### src/rtl/multicycle_control_32_pkg.sv
// Purpose: shared state encoding, opcodes, ALUOp and mux codes for the multi-cycle MIPS control unit.
// Latency: n/a (types, constants and a pure helper function only).
// Backpressure: n/a. Optional feature macro: MULTICYCLE_ADDI_EN (adds the addi states and opcode).
package mips_ctrl_pkg;

    // Controller state codes; debug tools read these numbers off the state port.
    typedef enum logic [3:0] {
        S_FETCH     = 4'd0,
        S_DECODE    = 4'd1,
        S_MEM_ADDR  = 4'd2,
        S_MEM_READ  = 4'd3,
        S_MEM_WB    = 4'd4,
        S_MEM_WRITE = 4'd5,
        S_EXECUTE   = 4'd6,
        S_R_WB      = 4'd7,
        S_BRANCH    = 4'd8,
        S_JUMP      = 4'd9,
        S_ADDI_EXEC = 4'd10,
        S_ADDI_WB   = 4'd11
    } state_t;

    // Instruction opcodes (instruction bits [31:26]).
    localparam logic [5:0] OP_RTYPE = 6'h00;
    localparam logic [5:0] OP_LW    = 6'h23;
    localparam logic [5:0] OP_SW    = 6'h2B;
    localparam logic [5:0] OP_BEQ   = 6'h04;
    localparam logic [5:0] OP_J     = 6'h02;
    localparam logic [5:0] OP_ADDI  = 6'h08;

    // ALUOp codes, shared with ALUControl_32.
    localparam logic [1:0] ALUOP_ADD   = 2'b00;
    localparam logic [1:0] ALUOP_SUB   = 2'b01;
    localparam logic [1:0] ALUOP_FUNCT = 2'b10;

    // ALU B operand select.
    localparam logic [1:0] ALUB_REG     = 2'b00;
    localparam logic [1:0] ALUB_FOUR    = 2'b01;
    localparam logic [1:0] ALUB_IMM     = 2'b10;
    localparam logic [1:0] ALUB_IMM_SH2 = 2'b11;

    // PC source mux select.
    localparam logic [1:0] PCSRC_ALU    = 2'b00;
    localparam logic [1:0] PCSRC_ALUOUT = 2'b01;
    localparam logic [1:0] PCSRC_JUMP   = 2'b10;

    // Every datapath control the FSM produces, in one bundle.
    typedef struct packed {
        logic       pc_write;
        logic       pc_write_cond;
        logic       i_or_d;
        logic       mem_read;
        logic       mem_write;
        logic       ir_write;
        logic       mem_to_reg;
        logic       reg_dst;
        logic       reg_write;
        logic       alu_src_a;
        logic [1:0] alu_src_b;
        logic [1:0] alu_op;
        logic [1:0] pc_source;
        logic       illegal_op;
    } ctrl_t;

    // True for opcodes this build knows how to execute.
    function automatic logic op_supported(input logic [5:0] op);
        logic ok;
        ok = (op == OP_RTYPE) || (op == OP_LW) || (op == OP_SW) ||
             (op == OP_BEQ)   || (op == OP_J);
`ifdef MULTICYCLE_ADDI_EN
        ok = ok || (op == OP_ADDI);
`endif
        return ok;
    endfunction

endpackage

### src/rtl/multicycle_control_32_if.sv
// Purpose: bundles the opcode/memory handshake inputs and all datapath controls of the control unit.
// Latency: n/a (wires only).
// Backpressure: mem_ready from memory stalls the controller in its memory states.
interface multicycle_control_32_if;
    logic [5:0] opcode;
    logic       mem_ready;
    logic       pc_write;
    logic       pc_write_cond;
    logic       i_or_d;
    logic       mem_read;
    logic       mem_write;
    logic       ir_write;
    logic       mem_to_reg;
    logic       reg_dst;
    logic       reg_write;
    logic       alu_src_a;
    logic [1:0] alu_src_b;
    logic [1:0] ALUOp;
    logic [1:0] pc_source;
    logic       illegal_op;
    logic [3:0] state;

    // Controller side: reads opcode/handshake, drives the datapath.
    modport master (
        input  opcode, mem_ready,
        output pc_write, pc_write_cond, i_or_d, mem_read, mem_write, ir_write,
               mem_to_reg, reg_dst, reg_write, alu_src_a, alu_src_b, ALUOp,
               pc_source, illegal_op, state
    );

    // Datapath side: supplies opcode/handshake, consumes the controls.
    modport slave (
        output opcode, mem_ready,
        input  pc_write, pc_write_cond, i_or_d, mem_read, mem_write, ir_write,
               mem_to_reg, reg_dst, reg_write, alu_src_a, alu_src_b, ALUOp,
               pc_source, illegal_op, state
    );
endinterface

### src/rtl/ctrl_output_decode_32.sv
// Purpose: Moore output decoder from controller state to datapath controls (MULTICYCLE_ADDI_EN adds addi states).
// Latency: combinational, zero cycles.
// Backpressure: FETCH qualifies pc_write/ir_write with mem_ready so a stalled fetch never writes.
module ctrl_output_decode_32
    import mips_ctrl_pkg::*;
(
    input  logic       reset,
    input  state_t     state,
    input  logic       mem_ready,
    input  logic [5:0] opcode,
    output ctrl_t      ctrl,
    output logic [3:0] state_out
);

    // Decode each state into its control pattern; reset blanks everything and reports FETCH.
    always_comb begin
        ctrl      = '0;
        state_out = state;
        if (reset) begin
            state_out = S_FETCH;
        end else begin
            case (state)
                S_FETCH: begin
                    ctrl.mem_read  = 1'b1;
                    ctrl.alu_src_b = ALUB_FOUR;
                    ctrl.ir_write  = mem_ready;
                    ctrl.pc_write  = mem_ready;
                end
                S_DECODE: begin
                    ctrl.alu_src_b  = ALUB_IMM_SH2;
                    ctrl.illegal_op = ~op_supported(opcode);
                end
                S_MEM_ADDR: begin
                    ctrl.alu_src_a = 1'b1;
                    ctrl.alu_src_b = ALUB_IMM;
                end
                S_MEM_READ: begin
                    ctrl.mem_read = 1'b1;
                    ctrl.i_or_d   = 1'b1;
                end
                S_MEM_WB: begin
                    ctrl.reg_write  = 1'b1;
                    ctrl.mem_to_reg = 1'b1;
                end
                S_MEM_WRITE: begin
                    ctrl.mem_write = 1'b1;
                    ctrl.i_or_d    = 1'b1;
                end
                S_EXECUTE: begin
                    ctrl.alu_src_a = 1'b1;
                    ctrl.alu_op    = ALUOP_FUNCT;
                end
                S_R_WB: begin
                    ctrl.reg_dst   = 1'b1;
                    ctrl.reg_write = 1'b1;
                end
                S_BRANCH: begin
                    ctrl.alu_src_a     = 1'b1;
                    ctrl.alu_op        = ALUOP_SUB;
                    ctrl.pc_write_cond = 1'b1;
                    ctrl.pc_source     = PCSRC_ALUOUT;
                end
                S_JUMP: begin
                    ctrl.pc_write  = 1'b1;
                    ctrl.pc_source = PCSRC_JUMP;
                end
`ifdef MULTICYCLE_ADDI_EN
                S_ADDI_EXEC: begin
                    ctrl.alu_src_a = 1'b1;
                    ctrl.alu_src_b = ALUB_IMM;
                end
                S_ADDI_WB: begin
                    ctrl.reg_write = 1'b1;
                end
`endif
                default: ctrl = '0;
            endcase
        end
    end

endmodule

### src/rtl/multicycle_control_32.sv
// Purpose: multi-cycle MIPS main control FSM (fetch/decode/execute/mem/wb); MULTICYCLE_ADDI_EN enables addi.
// Latency: Moore outputs straight from the state register; lw 5, R/sw/addi 4, beq/j 3, illegal 2 cycles.
// Backpressure: FETCH, MEM_READ and MEM_WRITE hold while mem_ready is low, one extra cycle per stall.
module multicycle_control_32
    import mips_ctrl_pkg::*;
(
    input  logic                   clk,
    input  logic                   reset,
    multicycle_control_32_if.master bus
);

    state_t     state_q;
    state_t     state_d;
    logic       is_store_q;
    ctrl_t      ctrl;
    logic [3:0] state_dbg;

    // Next-state selection; opcode is only looked at in DECODE.
    always_comb begin
        state_d = state_q;
        case (state_q)
            S_FETCH: begin
                if (bus.mem_ready) state_d = S_DECODE;
            end
            S_DECODE: begin
                case (bus.opcode)
                    OP_LW, OP_SW: state_d = S_MEM_ADDR;
                    OP_RTYPE:     state_d = S_EXECUTE;
                    OP_BEQ:       state_d = S_BRANCH;
                    OP_J:         state_d = S_JUMP;
`ifdef MULTICYCLE_ADDI_EN
                    OP_ADDI:      state_d = S_ADDI_EXEC;
`endif
                    default:      state_d = S_FETCH;
                endcase
            end
            S_MEM_ADDR:  state_d = is_store_q ? S_MEM_WRITE : S_MEM_READ;
            S_MEM_READ: begin
                if (bus.mem_ready) state_d = S_MEM_WB;
            end
            S_MEM_WRITE: begin
                if (bus.mem_ready) state_d = S_FETCH;
            end
            S_EXECUTE:   state_d = S_R_WB;
`ifdef MULTICYCLE_ADDI_EN
            S_ADDI_EXEC: state_d = S_ADDI_WB;
`endif
            // Write-back, branch, jump and any unused code return to fetch.
            default:     state_d = S_FETCH;
        endcase
    end

    // State register plus the lw/sw choice captured in DECODE, since opcode is ignored afterwards.
    always_ff @(posedge clk) begin
        if (reset) begin
            state_q    <= S_FETCH;
            is_store_q <= 1'b0;
        end else begin
            state_q <= state_d;
            if (state_q == S_DECODE) is_store_q <= (bus.opcode == OP_SW);
        end
    end

    ctrl_output_decode_32 u_decode (
        .reset     (reset),
        .state     (state_q),
        .mem_ready (bus.mem_ready),
        .opcode    (bus.opcode),
        .ctrl      (ctrl),
        .state_out (state_dbg)
    );

    // Fan the control bundle out onto the interface.
    always_comb begin
        bus.pc_write      = ctrl.pc_write;
        bus.pc_write_cond = ctrl.pc_write_cond;
        bus.i_or_d        = ctrl.i_or_d;
        bus.mem_read      = ctrl.mem_read;
        bus.mem_write     = ctrl.mem_write;
        bus.ir_write      = ctrl.ir_write;
        bus.mem_to_reg    = ctrl.mem_to_reg;
        bus.reg_dst       = ctrl.reg_dst;
        bus.reg_write     = ctrl.reg_write;
        bus.alu_src_a     = ctrl.alu_src_a;
        bus.alu_src_b     = ctrl.alu_src_b;
        bus.ALUOp         = ctrl.alu_op;
        bus.pc_source     = ctrl.pc_source;
        bus.illegal_op    = ctrl.illegal_op;
        bus.state         = state_dbg;
    end

endmodule

### src/flat_wrapper.sv
// flat-port wrapper written by rule: the top's interface ports become plain ports
module multicycle_control_32_flat import mips_ctrl_pkg::*;
  (clk, reset, bus_opcode, bus_mem_ready, bus_pc_write, bus_pc_write_cond, bus_i_or_d, bus_mem_read, bus_mem_write, bus_ir_write, bus_mem_to_reg, bus_reg_dst, bus_reg_write, bus_alu_src_a, bus_alu_src_b, bus_ALUOp, bus_pc_source, bus_illegal_op, bus_state);
  multicycle_control_32_if bus_i ();
  input  logic clk;
  input  logic reset;
  input wire logic [$bits(bus_i.opcode)-1:0] bus_opcode;
  input wire logic [$bits(bus_i.mem_ready)-1:0] bus_mem_ready;
  output wire logic [$bits(bus_i.pc_write)-1:0] bus_pc_write;
  output wire logic [$bits(bus_i.pc_write_cond)-1:0] bus_pc_write_cond;
  output wire logic [$bits(bus_i.i_or_d)-1:0] bus_i_or_d;
  output wire logic [$bits(bus_i.mem_read)-1:0] bus_mem_read;
  output wire logic [$bits(bus_i.mem_write)-1:0] bus_mem_write;
  output wire logic [$bits(bus_i.ir_write)-1:0] bus_ir_write;
  output wire logic [$bits(bus_i.mem_to_reg)-1:0] bus_mem_to_reg;
  output wire logic [$bits(bus_i.reg_dst)-1:0] bus_reg_dst;
  output wire logic [$bits(bus_i.reg_write)-1:0] bus_reg_write;
  output wire logic [$bits(bus_i.alu_src_a)-1:0] bus_alu_src_a;
  output wire logic [$bits(bus_i.alu_src_b)-1:0] bus_alu_src_b;
  output wire logic [$bits(bus_i.ALUOp)-1:0] bus_ALUOp;
  output wire logic [$bits(bus_i.pc_source)-1:0] bus_pc_source;
  output wire logic [$bits(bus_i.illegal_op)-1:0] bus_illegal_op;
  output wire logic [$bits(bus_i.state)-1:0] bus_state;
  assign bus_i.opcode = bus_opcode;
  assign bus_i.mem_ready = bus_mem_ready;
  assign bus_pc_write = bus_i.pc_write;
  assign bus_pc_write_cond = bus_i.pc_write_cond;
  assign bus_i_or_d = bus_i.i_or_d;
  assign bus_mem_read = bus_i.mem_read;
  assign bus_mem_write = bus_i.mem_write;
  assign bus_ir_write = bus_i.ir_write;
  assign bus_mem_to_reg = bus_i.mem_to_reg;
  assign bus_reg_dst = bus_i.reg_dst;
  assign bus_reg_write = bus_i.reg_write;
  assign bus_alu_src_a = bus_i.alu_src_a;
  assign bus_alu_src_b = bus_i.alu_src_b;
  assign bus_ALUOp = bus_i.ALUOp;
  assign bus_pc_source = bus_i.pc_source;
  assign bus_illegal_op = bus_i.illegal_op;
  assign bus_state = bus_i.state;
  multicycle_control_32 u_core (.clk(clk), .reset(reset), .bus(bus_i));
endmodule
### config.mk
export PLATFORM = sky130hd
export DESIGN_NAME = multicycle_control_32_flat
export DESIGN_NICKNAME = d
export VERILOG_FILES = /design/src/rtl/multicycle_control_32_pkg.sv /design/src/rtl/multicycle_control_32_if.sv /design/src/rtl/ctrl_output_decode_32.sv /design/src/rtl/multicycle_control_32.sv /design/src/flat_wrapper.sv
export SDC_FILE = /design/constraint.sdc
export NUM_CORES = 1
export LEC_CHECK = 0
export CORE_MARGIN = 3
export CORE_UTILIZATION = 42
export CTS_BUF_LIST = sky130_fd_sc_hd__clkbuf_16
export DETAILED_ROUTE_END_ITERATION = 12
export PLACE_DENSITY = 0.83
export SLEW_MARGIN = 20
export SYNTH_ARGS = -nofsm -noshare
export SYNTH_HDL_FRONTEND = slang
export SYNTH_SLANG_ARGS = --single-unit
### constraint.sdc
create_clock -name clk -period 3.1 [get_ports clk]
set_input_delay 0.775 -clock clk [delete_from_list [all_inputs] [get_ports clk]]
set_output_delay 0.775 -clock clk [all_outputs]
set_load 0.1 [all_outputs]
==> results of run 1 <==
==> stage by stage <==
stage,hold slack [ps],setup WS (ps),area (um^2)
3_3_place_gp,472,58.0,1210
2_1_floorplan,456,-201,709
3_5_place_dp,522,-11.0,1210
==> Yosys cell counts <==
master / n
nor2_1: 10
nand2_1: 8
nor2b_1: 8
nor3_1: 8
clkbuf_1: 5
dfxtp_1: 5
a21oi_1: 4
and3_1: 4
inv_1: 4
nand2b_1: 3
nand3_1: 3
or3_1: 3
a22oi_1: 2
a32oi_1: 2
buf_2: 2
nand4_1: 2
nor4b_2: 2
xor2_1: 2
a211oi_1: 1
a21oi_2: 1
a22o_1: 1
buf_4: 1
buf_6: 1
nor4_1: 1
o211ai_1: 1
o21ba_2: 1
o221ai_1: 1
o22ai_1: 1
o311ai_0: 1
or2_2: 1
or3b_1: 1
xnor2_1: 1
==> logic make-up after synthesis <==
group | share of synthesized area [%]
AND/OR/NAND/NOR | 49.3
AO/OA/AOI/OAI | 19.6
buffers and inverters | 10.3
flip-flops | 16.5
XOR/XNOR | 4.33
==> flow_summary.ini, run 1 <==
[yosys]
synth_nets = 100
yosys.area.top_type = dfxtp_1
ys_warn_count = 0
synth_area_leaders = dfxtp_1 16%, nor2b_1 8.2%, nor3_1 6.6%
ys_ff_latch = 5
syn_avg_cell_area_um2 = 6.67
synth.cell_area_um2 = 607
synth_seq_area_share_pct = 16.5
syn_inst = 91
yosysTopAreaCellShare_pct = 16.5
yosysUniqueCellTypes = 32

[cts]
cts_root_buffer = clkbuf_16
ctsHtreeMaxLevel = 1
cts.sinks = 5
post_cts_buffers = 0
ctsHoldBuffers = 0
cts_resized = 1
clock_path_buffers = 2
cts_buffers = 3

[outcome]
lastStage = 4_1_cts
error = [ERROR DPL-0033] detailed placement checks failed during check placement.
status = did not finish

[place]
dp_hpwl_um = 1590
place_congestion = 0.851
portBuffers = 29
place_inst = 130

[floorplan]
die_x_um = 44.0
ioPinCount = 30
row_count = 13
start_util_pct = 45.5
die_h_um = 44.0
==> run 2, diff against run 1 <==
- CORE_AREA: not set -> 3 3 64 66
- CORE_MARGIN: 3 -> not set
- CORE_UTILIZATION: 42 -> not set
- CTS_BUF_LIST: sky130_fd_sc_hd__clkbuf_16 -> not set
- DIE_AREA: not set -> 0 0 67 69
- PLACE_DENSITY: 0.83 -> not set
- PLACE_DENSITY_LB_ADDON: not set -> 0.15
==> flow_summary.ini, run 2 <==
[worst_hold_path]
min_path_cells = 2
hold_path_class = reg -> reg

[timing]
skew_ps = 2.31
worst_slack_ps = 236
slew_viol_final = 0
relSlewSlack_pct = 53.1
max_freq_mhz = 349
rsz0062_at_grt = no
final.setup.tns_ps = 0
min_period_ps = 2860
fin_crit_sh_pct = 92.4
hold_violations = 0
setup_violations = 0
worst_pin_slew_ps = 702

[setup_path]
setup.worst_path.end_class = output pin
crit_required_ps = 2320
crit_type = in -> out
crit_arrival_ps = 2090
cp_max_fo = 5
r2r_slack_ps = 1480
crit_path_start_kind = primary input
reg2reg_depth = 3

[job]
cap_violations = 0

[finish]
nFillCells = 398
top_register = u_core.state_q
biggestRegsByFlops = u_core.state_q (4), u_core.is_store_q (1)
final_common_cell = buf_12
mostFrequentLayoutCells = 21 x buf_12, 8 x nand2_1, 7 x nor2_1, 7 x nor2b_1, 7 x clkdlybuf4s50_1
syn_to_final_growth_pct = 115
drive_gt1_share_pct = 40.3
largest_reg_flops = 4
antenna_cells = 0
fin_util_pct = 35.9
nNetsFinal = 129

[route]
vias = 749
drt_first_iter_violations = 25
drc = 0
dr.pass1.iters = 4
drt-total-wl_um = 1990
wl_per_cell_um = 11.9
ant_nets = 0
via_per_inst = 4.49

[cts]
ctsHoldBuffers = 0
ctsHtreeMaxLevel = 1
cts_resized = 0
cts.sinks = 5
clock_latency_ps = 220
clock_path_buffers = 2
cts_tree = yes
cts_root_buffer = clkbuf_8
cts_buffers = 3
path_clk_slew_ps = 40
post_cts_buffers = 0

[yosys]
ys_warn_count = 0
syn_avg_cell_area_um2 = 6.67
syn_inst = 91
synth_edf_count = 0
synth_nets = 100
synth.cell_area_um2 = 607
yosys.area.top_type = dfxtp_1
yosysUniqueCellTypes = 32
synth_seq_area_share_pct = 16.5
ys_ff_latch = 5
synth-main-ff-cell = dfxtp_1
synth_area_leaders = dfxtp_1 16%, nor2b_1 8.2%, nor3_1 6.6%
synth_commonest_cells = 10 x nor2_1, 8 x nand2_1, 8 x nor2b_1, 8 x nor3_1
yosysTopAreaCellShare_pct = 16.5
yosysMostFrequentCell = nor2_1
synth_async_sr_flop_share_pct = 0

[grt]
grt_use_total_pct = 8.48
grt_pass1_vias = 638
grt.overflow.total = 0
grt_antenna_before_repair = 0
grt_pass1_wl_um = 3130
grt_max_degree = 19

[floorplan]
ioPinCount = 30
core_um2 = 3630
die_x_um = 67
die_h_um = 69
row_count = 22
die_area_um2 = 4620
start_util_pct = 16.7

[place]
place_congestion = 0.694
post-place-ws_ps = 32.0
portBuffers = 29
dp_hpwl_um = 1620

[power]
p_per_area_nw_per_um2 = 246
peakVddDrop_uv = 176
p_leak_nw = 0.473

[outcome]
status = finished clean
==> run 2: layer usage <==
layer  GRT usage, %  routed length [um]  up-vias
li1               -                   -      383
met3           1.79                  92        2
met4           2.70                  14        0
met2           13.4                 956       24
met5              0                   0        -
met1           11.3                 929      340
==> run 2: cell families after synthesis <==
group                     synth area share [%]
and+or+nand+nor                           49.3
AOI/OAI and AO/OA                         19.6
buffers and inverters                     10.3
DFF                                       16.5
xor gates and xnor gates                  4.33
==> run 2: critical path, stage by stage <==
cell and delay, ps:
clkdlybuf4s50_1 500, and3_1 240, a22o_1 220, a21oi_4 170, buf_12 190
==> run 2: worst paths after layout <==
| kind | startpoint | endpoint |
|---|---|---|
| worst max-delay path | bus_opcode[1] | bus_illegal_op |
| worst min-delay path | u_core.is_store_q | u_core.is_store_q |
| worst max register to register | u_core.state_q[2] | u_core.state_q[1] |
| worst min register to register | u_core.is_store_q | u_core.is_store_q |
==> run 2: layout make-up <==
type / count / area (um^2) / share of cell area (%)
inverter: 4 / 15.0 / 1.15
timing repair buffer: 33 / 533 / 40.9
clock buffer: 4 / 45.0 / 3.45
tap: 48 / 60.1 / 4.61
sequential: 5 / 100 / 7.68
multi-input combinational: 73 / 551 / 42.2
==> run 2: power by group <==
part / switching (mW) / total, mW / internal, mW
combinational: 0.0832 / 0.134 / 0.0504
clock: 0.0324 / 0.121 / 0.0883
sequential: 0.000999 / 0.0670 / 0.0660
==> run 2: stage by stage <==
| step | hold slack, ps | total power [mW] | cells | cell area, um^2 |
|---|---|---|---|---|
| after CTS | 485 | 0.324 | 167 | 1300 |
| after detailed placement | 479 | 0.202 | 163 | 1250 |
| after global placement | 484 | 0.201 | 163 | 1250 |
| after global routing | 516 | 0.330 | 167 | 1300 |
| after floorplan | 456 | 0.150 | 91 | 709 |
| final | 487 | 0.321 | 167 | 1300 |
Power figures use the tool's default switching activity.
